$ cat src/rtl/imem_loader_if.sv
// rtl/imem_loader_if.sv - control, byte stream and instruction memory write signals of imem_loader
interface imem_loader_if #(
    parameter int ADDR_W = 8
);
    logic              start;
    logic [ADDR_W:0]   num_words;
    logic              byte_valid;
    logic [7:0]        byte_data;
    logic              byte_ready;
    logic              im_we;
    logic [31:0]       im_addr;
    logic [31:0]       im_wdata;
    logic              cpu_hold;
    logic              busy;
    logic              done;
    logic              csum_err;

    modport master (
        output start, num_words, byte_valid, byte_data,
        input  byte_ready, im_we, im_addr, im_wdata, cpu_hold, busy, done, csum_err
    );

    modport slave (
        input  start, num_words, byte_valid, byte_data,
        output byte_ready, im_we, im_addr, im_wdata, cpu_hold, busy, done, csum_err
    );
endinterface

$ cat src/rtl/imem_loader.sv
// rtl/imem_loader.sv - byte-serial instruction memory loader, trailing XOR checksum under IMEM_LOADER_CHECKSUM_EN
module imem_loader #(
    parameter int ADDR_W = 8
) (
    input  logic          clk_i,
    input  logic          rst_i,
    imem_loader_if.slave  bus
);

    localparam logic [ADDR_W:0]   CAP      = {1'b1, {ADDR_W{1'b0}}};
    localparam logic [ADDR_W:0]   CNT_ONE  = {{ADDR_W{1'b0}}, 1'b1};
    localparam logic [ADDR_W-1:0] IDX_ONE  = {{(ADDR_W-1){1'b0}}, 1'b1};

`ifdef IMEM_LOADER_CHECKSUM_EN
    typedef enum logic [2:0] {S_IDLE, S_RECV, S_WRITE, S_CHECK, S_DONE} state_t;
`else
    typedef enum logic [2:0] {S_IDLE, S_RECV, S_WRITE, S_DONE} state_t;
`endif

    state_t            state_q, state_d;
    logic [ADDR_W:0]   count_q, count_d;
    logic [ADDR_W-1:0] idx_q, idx_d;
    logic [1:0]        cnt_q, cnt_d;
    logic [31:0]       shift_q, shift_d;
    logic              hold_q, hold_d;
`ifdef IMEM_LOADER_CHECKSUM_EN
    logic [7:0]        xor_q, xor_d;
    logic              err_q, err_d;
`endif

    logic [ADDR_W:0]   clamped;
    logic              last_word;

    assign clamped   = (bus.num_words > CAP) ? CAP : bus.num_words;
    assign last_word = ({1'b0, idx_q} == (count_q - CNT_ONE));

    // state and datapath registers
    always_ff @(posedge clk_i) begin
        if (rst_i) begin
            state_q <= S_IDLE;
            count_q <= '0;
            idx_q   <= '0;
            cnt_q   <= '0;
            shift_q <= '0;
            hold_q  <= 1'b0;
`ifdef IMEM_LOADER_CHECKSUM_EN
            xor_q   <= '0;
            err_q   <= 1'b0;
`endif
        end else begin
            state_q <= state_d;
            count_q <= count_d;
            idx_q   <= idx_d;
            cnt_q   <= cnt_d;
            shift_q <= shift_d;
            hold_q  <= hold_d;
`ifdef IMEM_LOADER_CHECKSUM_EN
            xor_q   <= xor_d;
            err_q   <= err_d;
`endif
        end
    end

    // next-state and datapath updates; a zero-length load never holds the CPU
    always_comb begin
        state_d = state_q;
        count_d = count_q;
        idx_d   = idx_q;
        cnt_d   = cnt_q;
        shift_d = shift_q;
        hold_d  = hold_q;
`ifdef IMEM_LOADER_CHECKSUM_EN
        xor_d   = xor_q;
        err_d   = err_q;
`endif
        case (state_q)
            S_IDLE: begin
                if (bus.start) begin
                    idx_d = '0;
                    cnt_d = '0;
`ifdef IMEM_LOADER_CHECKSUM_EN
                    xor_d = '0;
                    err_d = 1'b0;
`endif
                    if (clamped == '0) begin
                        hold_d  = 1'b0;
                        state_d = S_DONE;
                    end else begin
                        count_d = clamped;
                        hold_d  = 1'b1;
                        state_d = S_RECV;
                    end
                end
            end
            S_RECV: begin
                if (bus.byte_valid) begin
                    shift_d = {shift_q[23:0], bus.byte_data};
                    cnt_d   = cnt_q + 2'd1;
`ifdef IMEM_LOADER_CHECKSUM_EN
                    xor_d   = xor_q ^ bus.byte_data;
`endif
                    if (cnt_q == 2'd3) begin
                        state_d = S_WRITE;
                    end
                end
            end
            S_WRITE: begin
                if (last_word) begin
`ifdef IMEM_LOADER_CHECKSUM_EN
                    state_d = S_CHECK;
`else
                    state_d = S_DONE;
`endif
                end else begin
                    idx_d   = idx_q + IDX_ONE;
                    state_d = S_RECV;
                end
            end
`ifdef IMEM_LOADER_CHECKSUM_EN
            S_CHECK: begin
                if (bus.byte_valid) begin
                    err_d   = (bus.byte_data != xor_q);
                    state_d = S_DONE;
                end
            end
`endif
            S_DONE: begin
                state_d = S_IDLE;
            end
            default: begin
                state_d = S_IDLE;
            end
        endcase
    end

`ifdef IMEM_LOADER_CHECKSUM_EN
    assign bus.byte_ready = (state_q == S_RECV) || (state_q == S_CHECK);
    assign bus.csum_err   = err_q;
`else
    assign bus.byte_ready = (state_q == S_RECV);
    assign bus.csum_err   = 1'b0;
`endif
    assign bus.im_we    = (state_q == S_WRITE);
    assign bus.im_addr  = (state_q == S_WRITE) ? 32'({idx_q, 2'b00}) : 32'h0;
    assign bus.im_wdata = (state_q == S_WRITE) ? shift_q : 32'h0;
    assign bus.busy     = (state_q != S_IDLE);
    assign bus.cpu_hold = (state_q != S_IDLE) && hold_q;
    assign bus.done     = (state_q == S_DONE);

endmodule
$ cat src/flat_wrapper.sv
// flat-port wrapper written by rule: the top's interface ports become plain ports
module imem_loader_flat 
#(
    parameter int ADDR_W = 8
)
  (clk_i, rst_i, bus_start, bus_num_words, bus_byte_valid, bus_byte_data, bus_byte_ready, bus_im_we, bus_im_addr, bus_im_wdata, bus_cpu_hold, bus_busy, bus_done, bus_csum_err);
  imem_loader_if #(.ADDR_W(ADDR_W)) bus_i ();
  input  logic clk_i;
  input  logic rst_i;
  input wire logic [$bits(bus_i.start)-1:0] bus_start;
  input wire logic [$bits(bus_i.num_words)-1:0] bus_num_words;
  input wire logic [$bits(bus_i.byte_valid)-1:0] bus_byte_valid;
  input wire logic [$bits(bus_i.byte_data)-1:0] bus_byte_data;
  output wire logic [$bits(bus_i.byte_ready)-1:0] bus_byte_ready;
  output wire logic [$bits(bus_i.im_we)-1:0] bus_im_we;
  output wire logic [$bits(bus_i.im_addr)-1:0] bus_im_addr;
  output wire logic [$bits(bus_i.im_wdata)-1:0] bus_im_wdata;
  output wire logic [$bits(bus_i.cpu_hold)-1:0] bus_cpu_hold;
  output wire logic [$bits(bus_i.busy)-1:0] bus_busy;
  output wire logic [$bits(bus_i.done)-1:0] bus_done;
  output wire logic [$bits(bus_i.csum_err)-1:0] bus_csum_err;
  assign bus_i.start = bus_start;
  assign bus_i.num_words = bus_num_words;
  assign bus_i.byte_valid = bus_byte_valid;
  assign bus_i.byte_data = bus_byte_data;
  assign bus_byte_ready = bus_i.byte_ready;
  assign bus_im_we = bus_i.im_we;
  assign bus_im_addr = bus_i.im_addr;
  assign bus_im_wdata = bus_i.im_wdata;
  assign bus_cpu_hold = bus_i.cpu_hold;
  assign bus_busy = bus_i.busy;
  assign bus_done = bus_i.done;
  assign bus_csum_err = bus_i.csum_err;
  imem_loader #(.ADDR_W(ADDR_W)) u_core (.clk_i(clk_i), .rst_i(rst_i), .bus(bus_i));
endmodule
$ cat config.mk
export PLATFORM = sky130hd
export DESIGN_NAME = imem_loader_flat
export DESIGN_NICKNAME = d
export VERILOG_FILES = /design/src/rtl/imem_loader_if.sv /design/src/rtl/imem_loader.sv /design/src/flat_wrapper.sv
export SDC_FILE = /design/constraint.sdc
export NUM_CORES = 1
export LEC_CHECK = 0
export BUFFER_PORTS_ARGS = -buffer_cell sky130_fd_sc_hd__buf_2
export CAP_MARGIN = 5
export CORE_MARGIN = 2
export CORE_UTILIZATION = 51
export DETAILED_ROUTE_END_ITERATION = 6
export HOLD_SLACK_MARGIN = 0.05
export PLACE_DENSITY = 0.79
export SLEW_MARGIN = 40
export SYNTH_ARGS = -nofsm -noshare
export SYNTH_HDL_FRONTEND = slang
export SYNTH_SLANG_ARGS = --single-unit
$ cat constraint.sdc
create_clock -name clk_i -period 3 [get_ports clk_i]
set_clock_uncertainty 0.15 [all_clocks]
set_input_delay 0.3 -clock clk_i [delete_from_list [all_inputs] [get_ports clk_i]]
set_output_delay 0.3 -clock clk_i [all_outputs]
set_load 0.01 [all_outputs]
# Word-level counts from Yosys, hierarchy flattened
# Cells that the tools add are included.
dict set report op_classes {
  reduce_logical 12
  mul 0
  shifts 0
  n_div 0
  add_sub_neg 3
  bitwise 1
  eq_ne 9
  n_mux 16
  magnitude_cmp 1
}
# cell count
set ops {}
lappend ops {{$mux W32} 1}
lappend ops {{$mux W8} 2}
lappend ops {{$pmux W8 S2} 1}
lappend ops {{$reduce_and A3 Y1} 4}
lappend ops {{$mux W10} 1}
lappend ops {{$eq A8 B9 Y1} 1}
lappend ops {{$gt A9 B9 Y1 const B} 1}
lappend ops {{$logic_not A9 Y1} 1}
lappend ops {{$mux W3} 3}
lappend ops {{$mux W9} 1}
lappend ops {{$pmux W3 S3} 1}
lappend ops {{$sub A9 B1 Y9 const B} 1}
lappend ops {{$add A8 B1 Y8 const B} 1}
lappend ops {{$mux W2} 4}
lappend ops {{$eq A3 B2 Y1 const B} 2}
lappend ops {{$ne A2 B2 Y1 const B} 3}
lappend ops {{$pmux W2 S2} 1}
lappend ops {{$reduce_and A2 Y1} 2}
lappend ops {{$reduce_bool A2 Y1} 2}
lappend ops {{$eq A3 B1 Y1 const B} 1}
lappend ops {{$logic_not A3 Y1} 1}
lappend ops {{$reduce_bool A3 Y1} 1}
lappend ops {{$add A2 B1 Y2 const B} 1}
lappend ops {{$eq A2 B2 Y1 const B} 1}
lappend ops {{other kinds (4)} 4}
dict set report totals {
  mem_bits_rw 0
  latchBits 0
  ff_bits 55
  out_inout_bits 70
  mem_bits_ro 0
  mem_count 0
}

# Depth between registers and ports, before layout
# Gate-level depths: netlist (run 1).
dict set report depth {
  word_depth 6
  depth_mapped 10
  depth_no_buf 8
}

# Worst setup path after synthesis (run 1)
# Ideal clock, no wire load.
dict set report synth_path {
  path_kind {register to register}
  from {register u_core.count_q[0]}
  to {register u_core.idx_q[3]}
  arrival_ps 2371
  slack_ps 361
  required_ps 2732
  synth_period_minus_slack_ps 2639
  setup_ps 118
  n_path_buf 1
  path_stages_with_launch 8
  path_cell_list {dfxtp_1 -> buf_6 -> or4_1 -> or4_1 -> and4_4 -> or4_4 -> o211a_1 -> mux2i_1}
}
dict set report synth_between {
  elab_chain_cells 4
}
# element line
set synth_lines {}
lappend synth_lines {{from (decl)} imem_loader.sv:21} ;# logic [ADDR_W:0] count_q, count_d;
lappend synth_lines {{from (signal assigned)} imem_loader.sv:52} ;# count_q <= count_d;
lappend synth_lines {{$sub A9 B1 Y9} imem_loader.sv:35} ;# assign last_word = ({1'b0, idx_q} == (count_q - CNT_ONE));
lappend synth_lines {{$eq A8 B9 Y1} imem_loader.sv:35}
lappend synth_lines {{$ne A2 B2 Y1 (no line)} -}
lappend synth_lines {{$reduce_and A3 Y1 (no line)} -}
lappend synth_lines {{to (signal assigned)} imem_loader.sv:53} ;# idx_q <= idx_d;
lappend synth_lines {{to (decl)} imem_loader.sv:22} ;# logic [ADDR_W-1:0] idx_q, idx_d;
# Every way passes these cells.
# A chain may end at the register's enable or synchronous reset.

# Final worst setup path (run 1)
dict set report layout_path {
  from {register u_core.count_q[0]}
  to {register u_core.idx_q[1]}
}
# Same word-level chain as after synthesis.

==> reports/qor.yml, run 1 <==
cts_tree: "built"
crit_start: "u_core.count_q[0]"
post_cts_buffers: 0
syn-cell-area_mm2: 0.00296
crit_path_start_kind: "flop"
antenna_found_initial: 0
io_buffers: 65
hold_slack_ns: 0.0662
hold_depth: 3
cts_hold_buf: 0
synth.avg_cell_area_um2: 7.56
drive_gt1_frac: 0.192
hold_path_class: "input port to flop"
rr_worst_depth: 6
vias: 2676
critPathKind: "flop to flop"
drv_slew: 0
leakage_nw: 1.41
min_period_ns: 2.74
peakVddDrop_v: 0.000281
synth_edf_count: 0
grt_usage: 0.206
ys_warn_count: 0
drc: 0
cts_buffer_depth: 2
die_area_mm2: 0.00644
worst-path-buf-inv: 0
rsz0062_at_grt: "false"
grt_pass1_vias: 2381
root_buffer: "clkbuf_8"
first_pass_iters: 4
worstPathCellList: "or4_1 > or4_1 > and4_4 > or4_4 > o21ai_2 > mux2i_1"
crit_family: "simple AND/OR/NAND/NOR gates"
arrival_ns: 2.83
grt.overflow.total: 0
grt_pass1_wl_um: 10700
dieHeight_um: 80.2
clk_latency_ns: 0.31
cpMostUsedCell: "or4_1"
vias_per_cell: 5.16
slew_headroom: 0.603
cp_max_fo: 8
synth_cell_types: 45
async_flop_share: 0
fp.dieW_um: 80.2
ys.flop_type: "dfxtp_1"
start_util: 0.532
power_density_mw_per_mm2: 400
yosysSeqAreaShare: 0.365
reg2reg_from: "u_core.count_q[0]"
htree_levels: 2
maxCapViolations: 0
worstMarginPinSlew_ns: 0.590
status: "finished clean"
fin_crit_sh: 0.913
ctsResizeCount: 0
synthCells: 392
end_kind: "flop"
cts_buffers: 5
ioPinCount: 91
wl_um: 6280
dp_hpwl_um: 4480
wl_per_cell_um: 12.1
finalSetupViolCount: 0
gp_congestion: 0.970
clock_sinks: 54
grt_max_degree: 44
slowest_stage: "or4_1"
nNetsFinal: 471
crit_cells: 6
synthToLayoutAreaGrowth_pct: 12.2
slowest_delay_ns: 0.57
min-delay-start: "bus_byte_data[3]"
ant_nets: 0
diodes: 0
r2r_slack_ns: 0.26
rows: 27
fin_setup_tns_ns: 0
clk_pin_slew_ns: 0.10
fmax_ghz: 0.365
critPathRequiredTime_ns: 3.09
hold_violations: 0
drt_iter0_markers: 242
core-area_mm2: 0.00557
ys_seq_elements: 54
kinds of logic after synthesis:
kind of cell / after synthesis / synth area share
other: 1 / 0.00127
buffers and inverters: 54 / 0.103
DFF: 54 / 0.365
xor gates and xnor gates: 7 / 0.0207
muxes: 8 / 0.0270
adders and majority gates: 3 / 0.0127
AOI/OAI and AO/OA: 70 / 0.139
and+or+nand+nor: 195 / 0.332
worst paths after layout:
path                             end
setup / recovery     u_core.idx_q[1]
hold / removal     u_core.shift_q[3]
setup reg to reg     u_core.idx_q[1]
hold reg to reg   u_core.shift_q[31]
Yosys cell counts (2+ instances only):
library cell	n	area, um^2
a21oi_1	49	245
nand2b_1	9	56.3
buf_4	25	188
o21ai_0	3	15.0
nand3b_1	8	60.1
nor2_1	15	56.3
a311o_1	2	20.0
a32oi_1	2	17.5
a211oi_1	2	15.0
nand3_1	4	20.0
o22ai_1	2	12.5
ha_1	3	37.5
nor4_1	3	18.8
xor2_1	3	26.3
buf_1	3	11.3
nand2_1	88	330
mux2i_1	8	80.1
inv_1	6	22.5
dfxtp_1	54	1080
nand4_1	4	25.0
or4_1	2	15.0
nor3_1	5	25.0
nor3b_1	2	15.0
nor2b_1	4	25.0
and3_1	3	18.8
and2_1	42	263
xnor2_1	4	35.0
clkbuf_1	19	71.3
a31oi_1	2	12.5
flip-flops by register name, summed over array words and instances, names as in the netlist:
| signal | cells |
|---|---|
| u_core.hold_q | 1 |
| u_core.idx_q | 8 |
| u_core.state_q | 2 |
| u_core.count_q | 9 |
| u_core.cnt_q | 2 |
| u_core.shift_q | 32 |
area by class of cell:
class                      instances  area (um^2)
clock inverter                     2         13.8
multi-input combinational        308         1670
tap                               72         90.1
clock buffer                       5         68.8
inverter                           6         22.5
timing repair buffer              72          378
sequential                        54         1080
fill                             543         2250
worst register-to-register path: stages (launching register included):
cell	delay [ns]
dfxtp_1	0.38
or4_1	0.57
or4_1	0.43
and4_4	0.22
or4_4	0.51
o21ai_2	0.20
mux2i_1	0.21
cell usage in the layout, fill, tap and decap left out, drive strengths merged, types with 5 or more instances in the layout:
master | Yosys | final
nor2 | 15 | 15
dfxtp | 54 | 54
inv | 6 | 7
mux2i | 8 | 8
and2 | 42 | 42
clkbuf | 19 | 5
nand3b | 8 | 8
nor3 | 5 | 5
a21oi | 49 | 49
conb | 1 | 25
nand2 | 88 | 88
buf | 29 | 72
nand2b | 9 | 9
per-stage QoR:
step                      total power, mW  area, um^2  utilization  instances  setup slack [ns]
after floorplan                     0.915        3050            -        416             0.361
after global placement              0.940        3240        0.582        512             0.338
after detailed placement            0.943        3240        0.582        512             0.294
after CTS                            1.34        3320        0.596        519             0.231
after global routing                 1.40        3320        0.596        519            0.0536
final                                1.33        3320        0.596        519             0.261
layer usage:
| layer | up-vias | global-route usage | share of wire |
|---|---|---|---|
| met3 | 12 | 0.0326 | 0.061 |
| li1 | 1374 | - | - |
| met1 | 1194 | 0.288 | 0.48 |
| met4 | 0 | 0.0898 | 0.018 |
| met5 | - | 0 | 0 |
| met2 | 96 | 0.314 | 0.44 |
power by group:
group	internal, mW	switching, mW
clock	0.162	0.241
combinational	0.0635	0.115
sequential	0.732	0.0178
Power figures use the tool's default switching activity.
==> inputs of run 2 (changes only) <==
--- a/config.mk
+++ b/config.mk
@@ -7,11 +7,14 @@
 export LEC_CHECK = 0
 export BUFFER_PORTS_ARGS = -buffer_cell sky130_fd_sc_hd__buf_2
 export CAP_MARGIN = 5
+export CELL_PAD_IN_SITES_DETAIL_PLACEMENT = 1
+export CELL_PAD_IN_SITES_GLOBAL_PLACEMENT = 1
 export CORE_MARGIN = 2
-export CORE_UTILIZATION = 51
+export CORE_UTILIZATION = 36
+export CTS_CLUSTER_DIAMETER = 200
 export DETAILED_ROUTE_END_ITERATION = 6
 export HOLD_SLACK_MARGIN = 0.05
-export PLACE_DENSITY = 0.79
+export PLACE_DENSITY_LB_ADDON = 0.1
 export SLEW_MARGIN = 40
 export SYNTH_ARGS = -nofsm -noshare
 export SYNTH_HDL_FRONTEND = slang
==> constraint.sdc (replaced) <==
create_clock -name clk_i -period 2.84 [get_ports clk_i]
set_clock_uncertainty 0.15 [all_clocks]
set_input_delay 0.284 -clock clk_i [delete_from_list [all_inputs] [get_ports clk_i]]
set_output_delay 0.284 -clock clk_i [all_outputs]
set_load 0.01 [all_outputs]
==> run 2 against run 1 <==
Net effect:
- fmax rose by 1.5%
- routed wire length grew 22%
- setup slack worse by 0.12 ns
- design area increased by 4.6%
- combinational power grew 14%
- register-to-register slack worse by 0.12 ns
- critical endpoint is now u_core.idx_q[0]
==> reports/qor.yml, run 2 (synthesis results as in run 1) <==
crit_path_start_kind: "flop"
end_kind: "flop"
fmax_ghz: 0.370  # +1.5%
wl_um: 7630  # +22%
dp_worst_setup_slack_ns: 0.149  # -0.145 ns
final_cell_mix: "nand2_1, buf_2, dfxtp_1"
drive_gt1_frac: 0.197  # +0.00454
clock_sinks: 54  # unchanged
synthToLayoutAreaGrowth_pct: 17.4
ant_nets: 0  # unchanged
drv_slew: 0  # unchanged
wl_per_cell_um: 13.6  # +12%
clk_latency_ns: 0.30  # about the same
grt_pass1_wl_um: 12900  # +20%
critPathRequiredTime_ns: 2.93  # -0.16 ns
leakage_nw: 1.46  # +3.8%
status: "finished clean"
ctsResizeCount: 0  # unchanged
antenna_found_initial: 0  # unchanged
largest_register_ffs: 32  # unchanged
r2r_end: "u_core.idx_q[0]"
dpl-instance-area_mm2: 0.00331  # +2.0%
io_buffers: 65  # unchanged
dp_hpwl_um: 5490  # +23%
grt_usage: 0.178  # -0.0280
post_cts_buffers: 0  # unchanged
rsz0062_at_grt: "false"
vias: 2758  # +3.1%
grt_max_degree: 44  # unchanged
ioPinCount: 91  # unchanged
maxCapViolations: 0  # unchanged
hold_slack_ns: 0.0570  # -0.00926 ns
cts_buffers: 5  # unchanged
hold_violations: 0  # unchanged
cts_hold_buf: 6  # +6
drc: 0  # unchanged
root_buffer: "clkbuf_8"
fp.dieW_um: 94.7  # +18%
htree_levels: 2  # unchanged
power_density_mw_per_mm2: 439  # +9.7%
fin_setup_tns_ns: 0  # unchanged
top_register: "u_core.shift_q"
critPathKind: "flop to flop"
grt_pass1_vias: 2698  # +13%
diodes: 0  # unchanged
drt_iter0_markers: 88  # -64%
gp_congestion: 0.752  # -23%
first_pass_iters: 6  # +2
r2r_slack_ns: 0.14  # -0.12 ns
arrival_ns: 2.79  # -0.04 ns
post-route-util: 0.430  # -0.167
hold_path_class: "input port to flop"
cp_max_fo: 8  # unchanged
reg_top3: "u_core.shift_q x32, u_core.count_q x9, u_core.idx_q x8"
core-area_mm2: 0.00809  # +45%
start_util: 0.366  # -0.165
min_period_ns: 2.70  # -0.0396 ns
cts_tree: "built"
rows: 33  # +22%
finalSetupViolCount: 0  # unchanged
peakVddDrop_v: 0.000285  # +1.3%
die_area_mm2: 0.00897  # +39%
vias_per_cell: 4.91  # -4.8%
reg2reg_from: "u_core.count_q[0]"
worstMarginPinSlew_ns: 0.526  # -0.0642 ns
setup_slack_ns: 0.141  # -0.120 ns
clk_pin_slew_ns: 0.10  # about the same
fin_crit_sh: 0.950  # +0.0375
dieHeight_um: 94.7  # +18%
final_common_cell: "nand2_1"
cts_buffer_depth: 2  # unchanged
nNetsFinal: 480  # +1.9%
rr_worst_depth: 6  # unchanged
crit_start: "u_core.count_q[0]"
slew_headroom: 0.646  # +0.0429
grt.overflow.total: 0  # unchanged
finish.instance_area_mm2: 0.00348  # +4.6%
endpoint: "u_core.idx_q[0]"
[run 2: cell count changes in the layout (fill, tap and decap cells not counted), sizes merged]
cell / change
buf: +3
bufinv: +1
dlygate4sd3: +6
[run 2: layer usage]
layer	share of wire	global-route usage	vias to the layer above
li1	-	-	1387
met1	0.45	0.219	1323
met2	0.50	0.317	44
met3	0.036	0.0327	4
met4	0.011	0.0507	0
met5	0	0	-
[run 2: layout make-up]
| cell class | count | area (um^2) |
|---|---|---|
| repair buffers | 81 | 460 |
| clock buffers | 5 | 68.8 |
| multi-input cells | 308 | 1670 |
| clock inverters | 3 | 43.8 |
| flip-flops and latches | 54 | 1080 |
| well taps | 105 | 131 |
| fillers | 1079 | 4610 |
| inverters | 6 | 22.5 |
[run 2: power breakdown]
| part | leakage, nW | switching [mW] | internal, mW |
|---|---|---|---|
| clock | 0.0585 | 0.267 | 0.265 |
| sequential | 0.437 | 0.0193 | 0.773 |
| combinational | 0.963 | 0.129 | 0.0741 |
[run 2: worst min path at each step]
stage	from	end	slack [ns]	cells after the start
2_1_floorplan	bus_byte_data[0]	u_core.shift_q[0]	0.27	2
3_3_place_gp	u_core.hold_q	u_core.hold_q	0.29	2
3_5_place_dp	u_core.shift_q[25]	u_core.shift_q[25]	0.29	2
4_1_cts	bus_byte_data[4]	u_core.shift_q[4]	0.05	3
5_1_grt	bus_byte_data[6]	u_core.shift_q[6]	0.07	3
6_report	bus_byte_data[6]	u_core.shift_q[6]	0.06	3
[run 2: stage by stage]
step / total power [mW] / instances
floorplan: 0.967 / 416
global placement: 1.00 / 548
detailed placement: 1.01 / 548
CTS: 1.55 / 562
global route: 1.61 / 562
finish: 1.53 / 562
[run 2: critical path, cell delays in order, from the launching register on]
cell     delay, ns
dfxtp_1       0.39
or4_1         0.56
or4_1         0.42
and4_4        0.21
or4_4         0.52
o21ai_2       0.20
mux2i_1       0.20
